File: src/rtl/edsac_pkg.sv
// Shared constants and types for the EDSAC initial-orders loading path.
package edsac_pkg;

  localparam int unsigned WORD_BITS_SHORT    = 17;
  localparam int unsigned INITIAL_ORDERS_LEN = 31;
  localparam int unsigned STORE_ADDR_W       = 10;

  typedef enum logic [2:0] {
    IDLE  = 3'd0,
    CLEAR = 3'd1,
    SHIFT = 3'd2,
    WRITE = 3'd3,
    DONE  = 3'd4
  } seq_state_e;

  // Counter width able to hold 0..n-1, never narrower than one bit.
  function automatic int unsigned cnt_w(input int unsigned n);
    return (n <= 1) ? 1 : $clog2(n);
  endfunction

endpackage

File: src/rtl/initial_orders_sequencer_io_word_assembler.sv
// Serial-to-parallel assembler: builds one short word LSB first and flags the
// cycle its final bit is accepted.
module io_word_assembler
  import edsac_pkg::*;
#(
  parameter int unsigned WORD_BITS = WORD_BITS_SHORT
) (
  input  logic                 clk,
  input  logic                 rst,
  input  logic                 clear,
  input  logic                 shift_en,
  input  logic                 bit_in,
  output logic [WORD_BITS-1:0] word,
  output logic                 word_done_c
);

  localparam int unsigned      CNT_W    = cnt_w(WORD_BITS);
  localparam logic [CNT_W-1:0] LAST_BIT = CNT_W'(WORD_BITS - 1);

  logic [CNT_W-1:0] bit_cnt;

  assign word_done_c = shift_en && (bit_cnt == LAST_BIT);

  // New bits enter at the MSB so the first bit received ends up in bit 0.
  always_ff @(posedge clk) begin
    if (rst || clear) begin
      word    <= '0;
      bit_cnt <= '0;
    end else if (shift_en) begin
      word    <= {bit_in, word[WORD_BITS-1:1]};
      bit_cnt <= word_done_c ? '0 : bit_cnt + CNT_W'(1);
    end
  end

endmodule

File: src/rtl/initial_orders_sequencer.sv
// Start-up controller: clears sequence control, loads the serial initial orders
// into store from address 0, then releases the starter and flags boot.
module initial_orders_sequencer
  import edsac_pkg::*;
#(
  parameter int unsigned WORD_BITS  = WORD_BITS_SHORT,
  parameter int unsigned NUM_ORDERS = INITIAL_ORDERS_LEN,
  parameter int unsigned ADDR_W     = STORE_ADDR_W
) (
  input  logic                 clk,
  input  logic                 rst,
  input  logic                 start,
  input  logic                 stop_req,
  input  logic                 serial_in,
  input  logic                 serial_valid,
  output logic                 serial_ready,
  output logic                 st_we,
  output logic [ADDR_W-1:0]    st_addr,
  output logic [WORD_BITS-1:0] st_data,
  input  logic                 st_ack,
  output logic                 reset_sct,
  output logic                 starter,
  output logic                 boot_valid,
  output logic                 busy
);

  localparam logic [ADDR_W-1:0] LAST_ADDR = ADDR_W'(NUM_ORDERS - 1);

  if ((NUM_ORDERS == 0) || (NUM_ORDERS > (32'd1 << ADDR_W))) begin : g_cfg_check
    $error("initial_orders_sequencer: NUM_ORDERS must lie in 1..2**ADDR_W");
  end

  seq_state_e           state_q, state_nx;
  logic                 start_d;
  logic                 start_edge_c;
  logic                 shift_en_c;
  logic                 word_done_c;
  logic                 clear_c;
  logic [WORD_BITS-1:0] word;
  logic [ADDR_W-1:0]    word_cnt_q, word_cnt_nx;

  logic serial_ready_nx, st_we_nx, reset_sct_nx, starter_nx, boot_valid_nx, busy_nx;

  assign start_edge_c = start && !start_d;
  assign clear_c      = (state_q == CLEAR);
  // An abort cycle accepts no further bits.
  assign shift_en_c   = (state_q == SHIFT) && serial_valid && !stop_req;

  io_word_assembler #(
    .WORD_BITS (WORD_BITS)
  ) u_asm (
    .clk         (clk),
    .rst         (rst),
    .clear       (clear_c),
    .shift_en    (shift_en_c),
    .bit_in      (serial_in),
    .word        (word),
    .word_done_c (word_done_c)
  );

  // Next state and word counter; stop_req outranks st_ack while loading.
  always_comb begin
    state_nx    = state_q;
    word_cnt_nx = word_cnt_q;
    case (state_q)
      IDLE: begin
        if (start_edge_c) state_nx = CLEAR;
      end
      CLEAR: begin
        word_cnt_nx = '0;
        state_nx    = stop_req ? IDLE : SHIFT;
      end
      SHIFT: begin
        if (stop_req)         state_nx = IDLE;
        else if (word_done_c) state_nx = WRITE;
      end
      WRITE: begin
        if (stop_req) begin
          state_nx = IDLE;
        end else if (st_ack) begin
          if (word_cnt_q == LAST_ADDR) begin
            state_nx = DONE;
          end else begin
            word_cnt_nx = word_cnt_q + ADDR_W'(1);
            state_nx    = SHIFT;
          end
        end
      end
      DONE:    state_nx = IDLE;
      default: state_nx = IDLE;
    endcase

    // Outputs are decoded from the next state so they register in step with it.
    serial_ready_nx = (state_nx == SHIFT);
    st_we_nx        = (state_nx == WRITE);
    reset_sct_nx    = (state_nx == CLEAR);
    starter_nx      = (state_nx == CLEAR) || (state_nx == SHIFT) || (state_nx == WRITE);
    boot_valid_nx   = (state_nx == DONE);
    busy_nx         = (state_nx != IDLE);
  end

  always_ff @(posedge clk) begin
    if (rst) begin
      state_q      <= IDLE;
      start_d      <= 1'b0;
      word_cnt_q   <= '0;
      serial_ready <= 1'b0;
      st_we        <= 1'b0;
      reset_sct    <= 1'b0;
      starter      <= 1'b0;
      boot_valid   <= 1'b0;
      busy         <= 1'b0;
    end else begin
      state_q      <= state_nx;
      start_d      <= start;
      word_cnt_q   <= word_cnt_nx;
      serial_ready <= serial_ready_nx;
      st_we        <= st_we_nx;
      reset_sct    <= reset_sct_nx;
      starter      <= starter_nx;
      boot_valid   <= boot_valid_nx;
      busy         <= busy_nx;
    end
  end

  // Address and data come straight from registers and hold through WRITE.
  assign st_addr = word_cnt_q;
  assign st_data = word;

endmodule

File: config.mk
export PLATFORM = sky130hd
export DESIGN_NAME = initial_orders_sequencer
export DESIGN_NICKNAME = d
export VERILOG_FILES = /design/src/rtl/edsac_pkg.sv /design/src/rtl/initial_orders_sequencer_io_word_assembler.sv /design/src/rtl/initial_orders_sequencer.sv
export SDC_FILE = /design/constraint.sdc
export NUM_CORES = 1
export LEC_CHECK = 0
export CORE_MARGIN = 2
export CORE_UTILIZATION = 40
export DETAILED_ROUTE_END_ITERATION = 12
export PLACE_DENSITY = 0.66
export SLEW_MARGIN = 25
export SYNTH_ARGS = -nofsm -noshare
export SYNTH_HDL_FRONTEND = slang
export SYNTH_SLANG_ARGS = --single-unit
File: constraint.sdc
create_clock -name clk -period 4.8 [get_ports clk]
set_input_delay 0.96 -clock clk [delete_from_list [all_inputs] [get_ports clk]]
set_output_delay 0.96 -clock clk [all_outputs]
set_load 0.1 [all_outputs]
# After elaboration in Yosys (flattened, before gate mapping)

Cells that the tools add are included.

Add/sub/neg operators: 2
Eq/ne operators: 12
Reductions and logical operators: 13
Multiplexer cells: 13

Operator list:

| cell                                            | count |
|---|---|
| two-way mux 10 bit                              | 3 |
| one-hot mux 10 bit (2 select lines)             | 1 |
| two-way mux 3 bit                               | 6 |
| == test 3 x 2 -> 1 bit (second input constant)  | 4 |
| one-hot mux 3 bit (4 select lines)              | 1 |
| adder 10 x 1 -> 10 bit (second input constant)  | 1 |
| == test 10 x 5 -> 1 bit (second input constant) | 1 |
| == test 3 x 1 -> 1 bit (second input constant)  | 2 |
| != test 2 bit (second input constant)           | 3 |
| adder 5 x 1 -> 5 bit (second input constant)    | 1 |
| == test 5 bit (second input constant)           | 1 |
| two-way mux 5 bit                               | 1 |
| logical AND 1 bit                               | 4 |
| AND reduction 4 bit                             | 1 |
| == test 3 bit (second input constant)           | 1 |
| logical NOT 3 bit                               | 1 |
| logical OR 1 bit                                | 3 |
| nonzero test 3 bit                              | 1 |
| logical NOT 1 bit                               | 2 |
| two-way mux 2 bit                               | 1 |
| nonzero test 2 bit                              | 1 |

Flip-flop bits (word level): 42
Output and inout port bits: 33
Word-level logic and storage cells: 51
Bits of input ports: 7

# Logic depth before layout (Yosys ltp)

Gate-level depths: netlist of the first run.

Depth after elaboration: 10
Depth in mapped cells: 7
Mapped depth without buffers: 6

# Modules after synthesis

From an unflattened synthesis of the first run, not the netlist that was laid out.

Cells, all modules: 198
Area total of the unflattened synthesis: 1900.6 µm²

Modules (own cells, without submodules):

| module                   | seq. area each (µm²) | cells each | instances | area an instance (µm²) |
|---|---|---|---|---|
| initial_orders_sequencer | 400.4                | 114        | 1         | 1016.0 |
| io_word_assembler        | 440.4                | 84         | 1         | 884.6 |

# Worst setup path before layout of the first run

Ideal clock, no wire load.

Path type: reg-to-reg
Start point: reg word_cnt_q[0] (netlist: st_addr[0])
End point: reg word_cnt_q[1] (netlist: st_addr[1])
Period minus slack after synthesis: 2340 ps
Path buffers: 1
Setup slack: 2460 ps
Data required time: 4729 ps
Data arrival time: 2269 ps
Stages on the path, launching flop included: 8
Library setup time: 71 ps
Path through: dfxtp_1 -> inv_1 -> ha_1 -> nand4bb_1 -> nor4_2 -> buf_2 -> or4_1 -> a21oi_1

Word-level cells in the longest chain between the ends: 5
Elaborated cells between the ends (all ways): 8
Those cells by class: add/sub (1); eq/ne (2); mux (4); reduce/logical (1)

RTL lines:

| what                                | RTL line                        | RTL |
|---|---|---|
| from (decl)                         | initial_orders_sequencer.sv:40  | `logic [ADDR_W-1:0] word_cnt_q, word_cnt_nx;` |
| from (signal assigned)              | initial_orders_sequencer.sv:116 | `word_cnt_q <= word_cnt_nx;` |
| adder 10 x 1 -> 10 bit              | initial_orders_sequencer.sv:84  | `word_cnt_nx = word_cnt_q + ADDR_W'(1);` |
| two-way mux 10 bit                  | initial_orders_sequencer.sv:81  | `if (word_cnt_q == LAST_ADDR) begin` |
| two-way mux 10 bit                  | initial_orders_sequencer.sv:80  | `end else if (st_ack) begin` |
| two-way mux 10 bit                  | initial_orders_sequencer.sv:78  | `if (stop_req) begin` |
| one-hot mux 10 bit (2 select lines) | initial_orders_sequencer.sv:65  | `case (state_q)` |

Several ways; a longest one is shown, not always the timed one. The select of a mux whose other input is x is not followed.
A chain may end at the register's enable or synchronous reset.

# Final worst setup path of the first run

Start point: reg word_cnt_q[4] (netlist: st_addr[4])
End point: out st_addr[4]

RTL lines:

| what      | RTL line                       | RTL |
|---|---|---|
| to (decl) | initial_orders_sequencer.sv:18 | `output logic [ADDR_W-1:0] st_addr,` |

No word-level cell between the ends.

==> impl_metrics.tcl, run 1 <==
set metrics [dict create \
    io_pins 40 \
    setup_violations 0 \
    drt-wirelength-per-cell_um 12.6 \
    ir_drop_uv 142 \
    cts.path.max_buffers 2 \
    io_buffers 39 \
    antenna_cells 0 \
    finalClockSkew_ns 0.00618 \
    drv_cap 0 \
    p_per_area_mw_per_mm2 270 \
    pwr-share-seq 0.573 \
    reg2reg_depth 4 \
    async_flop_share 0 \
    final_common_cell "dfxtp_1" \
    clk_pin_slew_ns 0.07 \
    crit_required_ns 3.84 \
    clkPwrFrac 0.344 \
    grt_pass1_vias 1432 \
    cp.depth 1 \
    rows 24 \
    worstHoldPathCells 2 \
    tns_ns 0 \
    via_count 1580 \
    p_sw_frac 0.247 \
    arrival_ns 1.97 \
    instances_no_fill 294 \
    area_delta_synth_final_pct 25.0 \
    yosysWarningCount 0 \
    drv_slew 0 \
    synth_ff_type "dfxtp_1" \
    cts.sinks 42 \
    min_period_ns 2.93 \
    fin_ws_ns 1.87 \
    place.detailed.hpwl_mm 2.46 \
    path_max_fanout 8 \
    clk_latency_ns 0.30 \
    post_dp_cell_area_sq_mm 0.00221 \
    dp_slack_ns 1.62 \
    htree_levels 2 \
    path_delay_family "buffers and inverters" \
    ant_nets 0 \
    antenna_found_initial 0 \
    fillCellCount 411 \
    synth_edf_count 0 \
    synth_area_sq_mm 0.00183 \
    cp_slowest_cell "clkdlybuf4s50_1" \
    hold_buffers 0 \
    synth_top_area_share 0.460 \
    nNetsFinal 253 \
    p_int_uw 465 \
    crit_chain "clkdlybuf4s50_1" \
    path_buf_inv 1 \
    dr.pass1.iters 4 \
    worst_pin_slew_ns 0.996 \
    rsz0062_at_grt "no" \
    cts_resized 0 \
    whs_ns 0.460 \
    finalHoldViolations 0 \
    power_leakage_uw 0.000701 \
    synth_nets 218 \
    avgSynthCellArea_sq_um 8.83 \
    drt_iter0_drc 183 \
    routed_wl_mm 3.70 \
    layout-drive-gt1-share 0.0744 \
    relSlewSlack 0.334 \
    drt-vias-per-instance 5.37 \
    drc 0 \
    overflow 0 \
    die_height_um 71.6 \
    hold_path_class "register to register" \
    grt_max_degree 26 \
    final_cell_mix "42 x dfxtp_1, 40 x nand2_1, 39 x clkdlybuf4s50_1" \
    grt_pass1_wl_mm 6.30 \
    cts-root-buf "clkbuf_8" \
    die_area_sq_mm 0.00513 \
    critPathKind "register to output pin" \
    status "complete, no violations" \
    cts_setup_buffers 0 \
    core_area_sq_mm 0.00438 \
    yosysSeqAreaShare 0.460 \
    yosysTopAreaCell "dfxtp_1" \
    synth_seq_cells 42 \
    netlist_instances 207 \
    placedCellCount 287 \
    initial_core_util 0.417 \
    cts_made_buffers 5 \
    synth_cell_types 43 \
    die_w_um 71.6 \
    design_area_sq_mm 0.00228 \
    period_share 0.611 \
    synthTopCellsByArea "dfxtp_1 46%, nand2_1 8.2%, a21oi_1 7.7%" \
    crit_path_end_kind "output pin" \
    clock.fmax_mhz 341 \
    switchingPower_uw 153 \
    place.gp.congestion 0.788 \
    start_kind "register" \
    grt_usage 0.153 \
    pwr-share-comb 0.083 \
    cts_tree "yes" \
    critPathMaxStageDelay_ns 1.19 \
]
==> cell families (layout without fill, tap and decap cells) <==
logic type                 Yosys count  in the layout  share of synthesized area
buffers and inverters               18             53                     0.0568
muxes                                1              1                    0.00548
and+or+nand+nor                     93             93                      0.282
xor gates and xnor gates             5              5                     0.0240
DFF                                 42             42                      0.460
AOI/OAI and AO/OA                   44             44                      0.144
adders and majority gates            4              4                     0.0274
==> synth_stat cells (2+ instances only) <==
| master | number |
|---|---|
| or4_1 | 9 |
| buf_2 | 2 |
| nor3_1 | 5 |
| buf_6 | 4 |
| o21ai_0 | 4 |
| inv_1 | 6 |
| nand2_1 | 40 |
| a21oi_1 | 28 |
| or3_1 | 2 |
| ha_1 | 4 |
| nor4b_1 | 2 |
| o31ai_1 | 6 |
| nor2_1 | 10 |
| nand4_1 | 2 |
| nand3_1 | 7 |
| clkbuf_1 | 4 |
| dfxtp_1 | 42 |
| xnor2_1 | 5 |
==> power by group through the flow <==
stage / registers (uW) / clock network [uW] / logic, uW
after floorplan: 377 / 0 / 25.1
after global placement: 362 / 0 / 51.3
after CTS: 354 / 222 / 51.3
after global routing: 355 / 233 / 54.7
after detailed placement: 362 / 0 / 51.2
final: 354 / 212 / 51.1
==> metrics by stage <==
stage               utilization  total power [uW]
floorplan                     -               403
global placement          0.503               414
detailed placement        0.503               414
CTS                       0.521               627
global route              0.521               642
finish                    0.521               618
==> layer usage <==
metal / wire length [um] / vias up / GRT usage
met5: 0 / - / 0
li1: - / 798 / -
met2: 1730 / 53 / 0.248
met4: 44 / 0 / 0.0692
met3: 271 / 6 / 0.0408
met1: 1650 / 723 / 0.192
==> cell type report <==
| type | count | area, sq um | share of cell area |
|---|---|---|---|
| sequential | 42 | 841 | 0.368 |
| tap | 52 | 65.1 | 0.0285 |
| clock inverter | 2 | 10.0 | 0.00438 |
| clock buffer | 5 | 68.8 | 0.0301 |
| timing repair buffer | 39 | 390 | 0.171 |
| inverter | 7 | 26.3 | 0.0115 |
| multi-input combinational | 147 | 883 | 0.387 |
==> final timing paths <==
path | start | endpoint | slack (ns)
setup reg to reg | state_q[1] | u_asm.bit_cnt[2] | 2.53
hold / removal | u_asm.word[0] | u_asm.word[0] | 0.46
hold reg to reg | u_asm.word[0] | u_asm.word[0] | 0.46
setup / recovery | st_addr[4] | st_addr[4] | 1.87
==> registers in the layout, summed over array words and instances (netlist names) <==
signal,cells
boot_valid,1
busy,1
reset_sct,1
serial_ready,1
st_addr,10
st_we,1
start_d,1
starter,1
state_q,3
u_asm.bit_cnt,5
u_asm.word,17
Note: power is estimated with default switching activity, not from simulation.
==> inputs of run 2 (changes only) <==
--- a/config.mk
+++ b/config.mk
@@ -8,7 +8,7 @@
 export CORE_MARGIN = 2
 export CORE_UTILIZATION = 40
 export DETAILED_ROUTE_END_ITERATION = 12
-export PLACE_DENSITY = 0.66
+export PLACE_DENSITY = 0.68
 export SLEW_MARGIN = 25
 export SYNTH_ARGS = -nofsm -noshare
 export SYNTH_HDL_FRONTEND = slang
==> constraint.sdc (replaced) <==
create_clock -name clk -period 2.5 [get_ports clk]
set_input_delay 0.5 -clock clk [delete_from_list [all_inputs] [get_ports clk]]
set_output_delay 0.5 -clock clk [all_outputs]
set_load 0.1 [all_outputs]
==> run 2 against run 1 <==
  * Sequential share of layout area is 0.39 points higher
  * Power is 99% higher
  * Cell count is 1.7% higher
  * Critical path type is now primary input to register
==> impl_metrics.tcl, run 2 (synthesis gave the netlist of run 1 again) <==
set metrics [dict create \
    grt_max_degree 26 \
    finalClockSkew_ns 0.00766 \
    grt_usage 0.157 \
    drt-wirelength-per-cell_um 12.6 \
    pwr-share-seq 0.552 \
    drt-vias-per-instance 5.28 \
    design_area_sq_mm 0.00226 \
    drv_cap 0 \
    cts.path.max_buffers 2 \
    largest_reg_flops 17 \
    regMostFlops "u_asm.word" \
    critPathMaxStageDelay_ns 0.55 \
    fillCellCount 417 \
    io_pins 40 \
    hold_start "u_asm.word[12]" \
    path_buf_inv 1 \
    die_w_um 71.6 \
    post_dp_cell_area_sq_mm 0.00217 \
    critPathKind "primary input to register" \
    hold_buffers 0 \
    clock.fmax_mhz 495 \
    clk_pin_slew_ns 0.08 \
    die_height_um 71.6 \
    grt_pass1_wl_mm 6.34 \
    finalHoldViolations 0 \
    place.detailed.hpwl_mm 2.62 \
    min_period_ns 2.02 \
    busiest_layer "met2" \
    final_common_cell "dfxtp_1" \
    arrival_ns 2.18 \
    power_leakage_uw 0.000794 \
    via_count 1580 \
    cts_resized 0 \
    core_area_sq_mm 0.00438 \
    pwr-share-comb 0.081 \
    p_per_area_mw_per_mm2 545 \
    clk_latency_ns 0.29 \
    grt_pass1_vias 1393 \
    p_int_uw 928 \
    dr.pass1.iters 4 \
    crit_path_end_kind "register" \
    path_max_fanout 8 \
    switchingPower_uw 304 \
    setup_violations 0 \
    p_sw_frac 0.247 \
    status "complete, no violations" \
    ant_nets 0 \
    multi_input_area_sq_um 883 \
    cts_made_buffers 5 \
    rows 24 \
    crit_chain "clkdlybuf4s50_1, or3b_1, o32a_1, o21a_2, nor4b_1" \
    relSlewSlack 0.594 \
    whs_endpoint "u_asm.word[11]" \
    crit_required_ns 2.66 \
    initial_core_util 0.417 \
    drc 0 \
    die_area_sq_mm 0.00513 \
    area_delta_synth_final_pct 23.7 \
    cts.sinks 42 \
    reg2reg_depth 4 \
    use_met2 0.244 \
    io_buffers 39 \
    final_cell_mix "42 x dfxtp_1, 40 x nand2_1, 36 x buf_4" \
    cts_tree "yes" \
    cp_slowest_cell "or3b_1" \
    drv_slew 0 \
    antenna_cells 0 \
    use_met1 0.205 \
    dp_slack_ns 0.192 \
    routed_wl_mm 3.77 \
    cts-root-buf "clkbuf_8" \
    htree_levels 2 \
    antenna_found_initial 0 \
    ir_drop_uv 361 \
    nNetsFinal 257 \
    path_delay_family "simple AND/OR/NAND/NOR gates" \
    layout-drive-gt1-share 0.227 \
    place.gp.congestion 0.797 \
    r2r-end "serial_ready" \
    seqCellArea_sq_um 841 \
    start_kind "primary input" \
    timing.rr.start "state_q[1]" \
    tns_ns 0 \
    clkPwrFrac 0.367 \
    period_share 0.808 \
    worstHoldPathCells 2 \
    overflow 0 \
    worst_pin_slew_ns 0.593 \
    rsz0062_at_grt "no" \
    hold_path_class "register to register" \
    cts_setup_buffers 0 \
    worst-r2r-setup-slack_ns 0.64 \
    fin_ws_ns 0.480 \
    drt_iter0_drc 79 \
    grt.met3_usage 0.0380 \
]
-- run 2: cell types whose count changed in the layout (fill, tap and decap cells not counted) --
cell and delta:
clkinvlp_4 +1, clkbuf_8 +1, buf_12 +1, clkdlybuf4s50_1 -33
buf_4 +36, clkinv_2 -1
-- run 2: final cells by class --
type / instances / area share
multi-input combinational: 147 / 0.391
sequential: 42 / 0.372
timing repair buffer: 43 / 0.155
clock buffer: 6 / 0.0365
tap: 52 / 0.0288
inverter: 7 / 0.0116
clock inverter: 2 / 0.00553
-- run 2: how the worst max path moves through the flow --
stage,startpoint,endpoint,cells after the start
detailed placement,stop_req,serial_ready,5
CTS,stop_req,serial_ready,5
global route,stop_req,serial_ready,5
global placement,stop_req,serial_ready,5
floorplan,st_addr[0],st_addr[1],7
finish,stop_req,serial_ready,5
-- run 2: per-stage QoR --
step           utilization  power, uW  hold slack, ns  cells
2_1_floorplan            -        773           0.464    207
3_3_place_gp         0.494        795           0.450    291
3_5_place_dp         0.494        795           0.459    291
4_1_cts              0.516       1250           0.472    299
5_1_grt              0.516       1280           0.486    299
6_report             0.516       1230           0.466    299
-- run 2: worst register-to-register path: stages (launching register included) --
cell	delay, ns
dfxtp_1	0.53
or3b_1	0.55
o32a_1	0.34
o21a_2	0.16
nor4b_1	0.16
-- run 2: per-layer routing --
metal  vias to the layer above  share of wire  wire, um
li1                        801              -         -
met4                         0          0.018        69
met1                       739           0.47      1760
met3                         4          0.038       144
met2                        36           0.48      1800
met5                         -              0         0
-- run 2: power groups by stage --
stage                     Sequential [uW]  Clock [uW]  Combinational (uW)
after CTS                             680         470                99.6
after floorplan                       725           0                48.2
final                                 680         452                99.2
after global placement                696           0                99.2
after global routing                  681         497                 105
after detailed placement              696           0                99.5
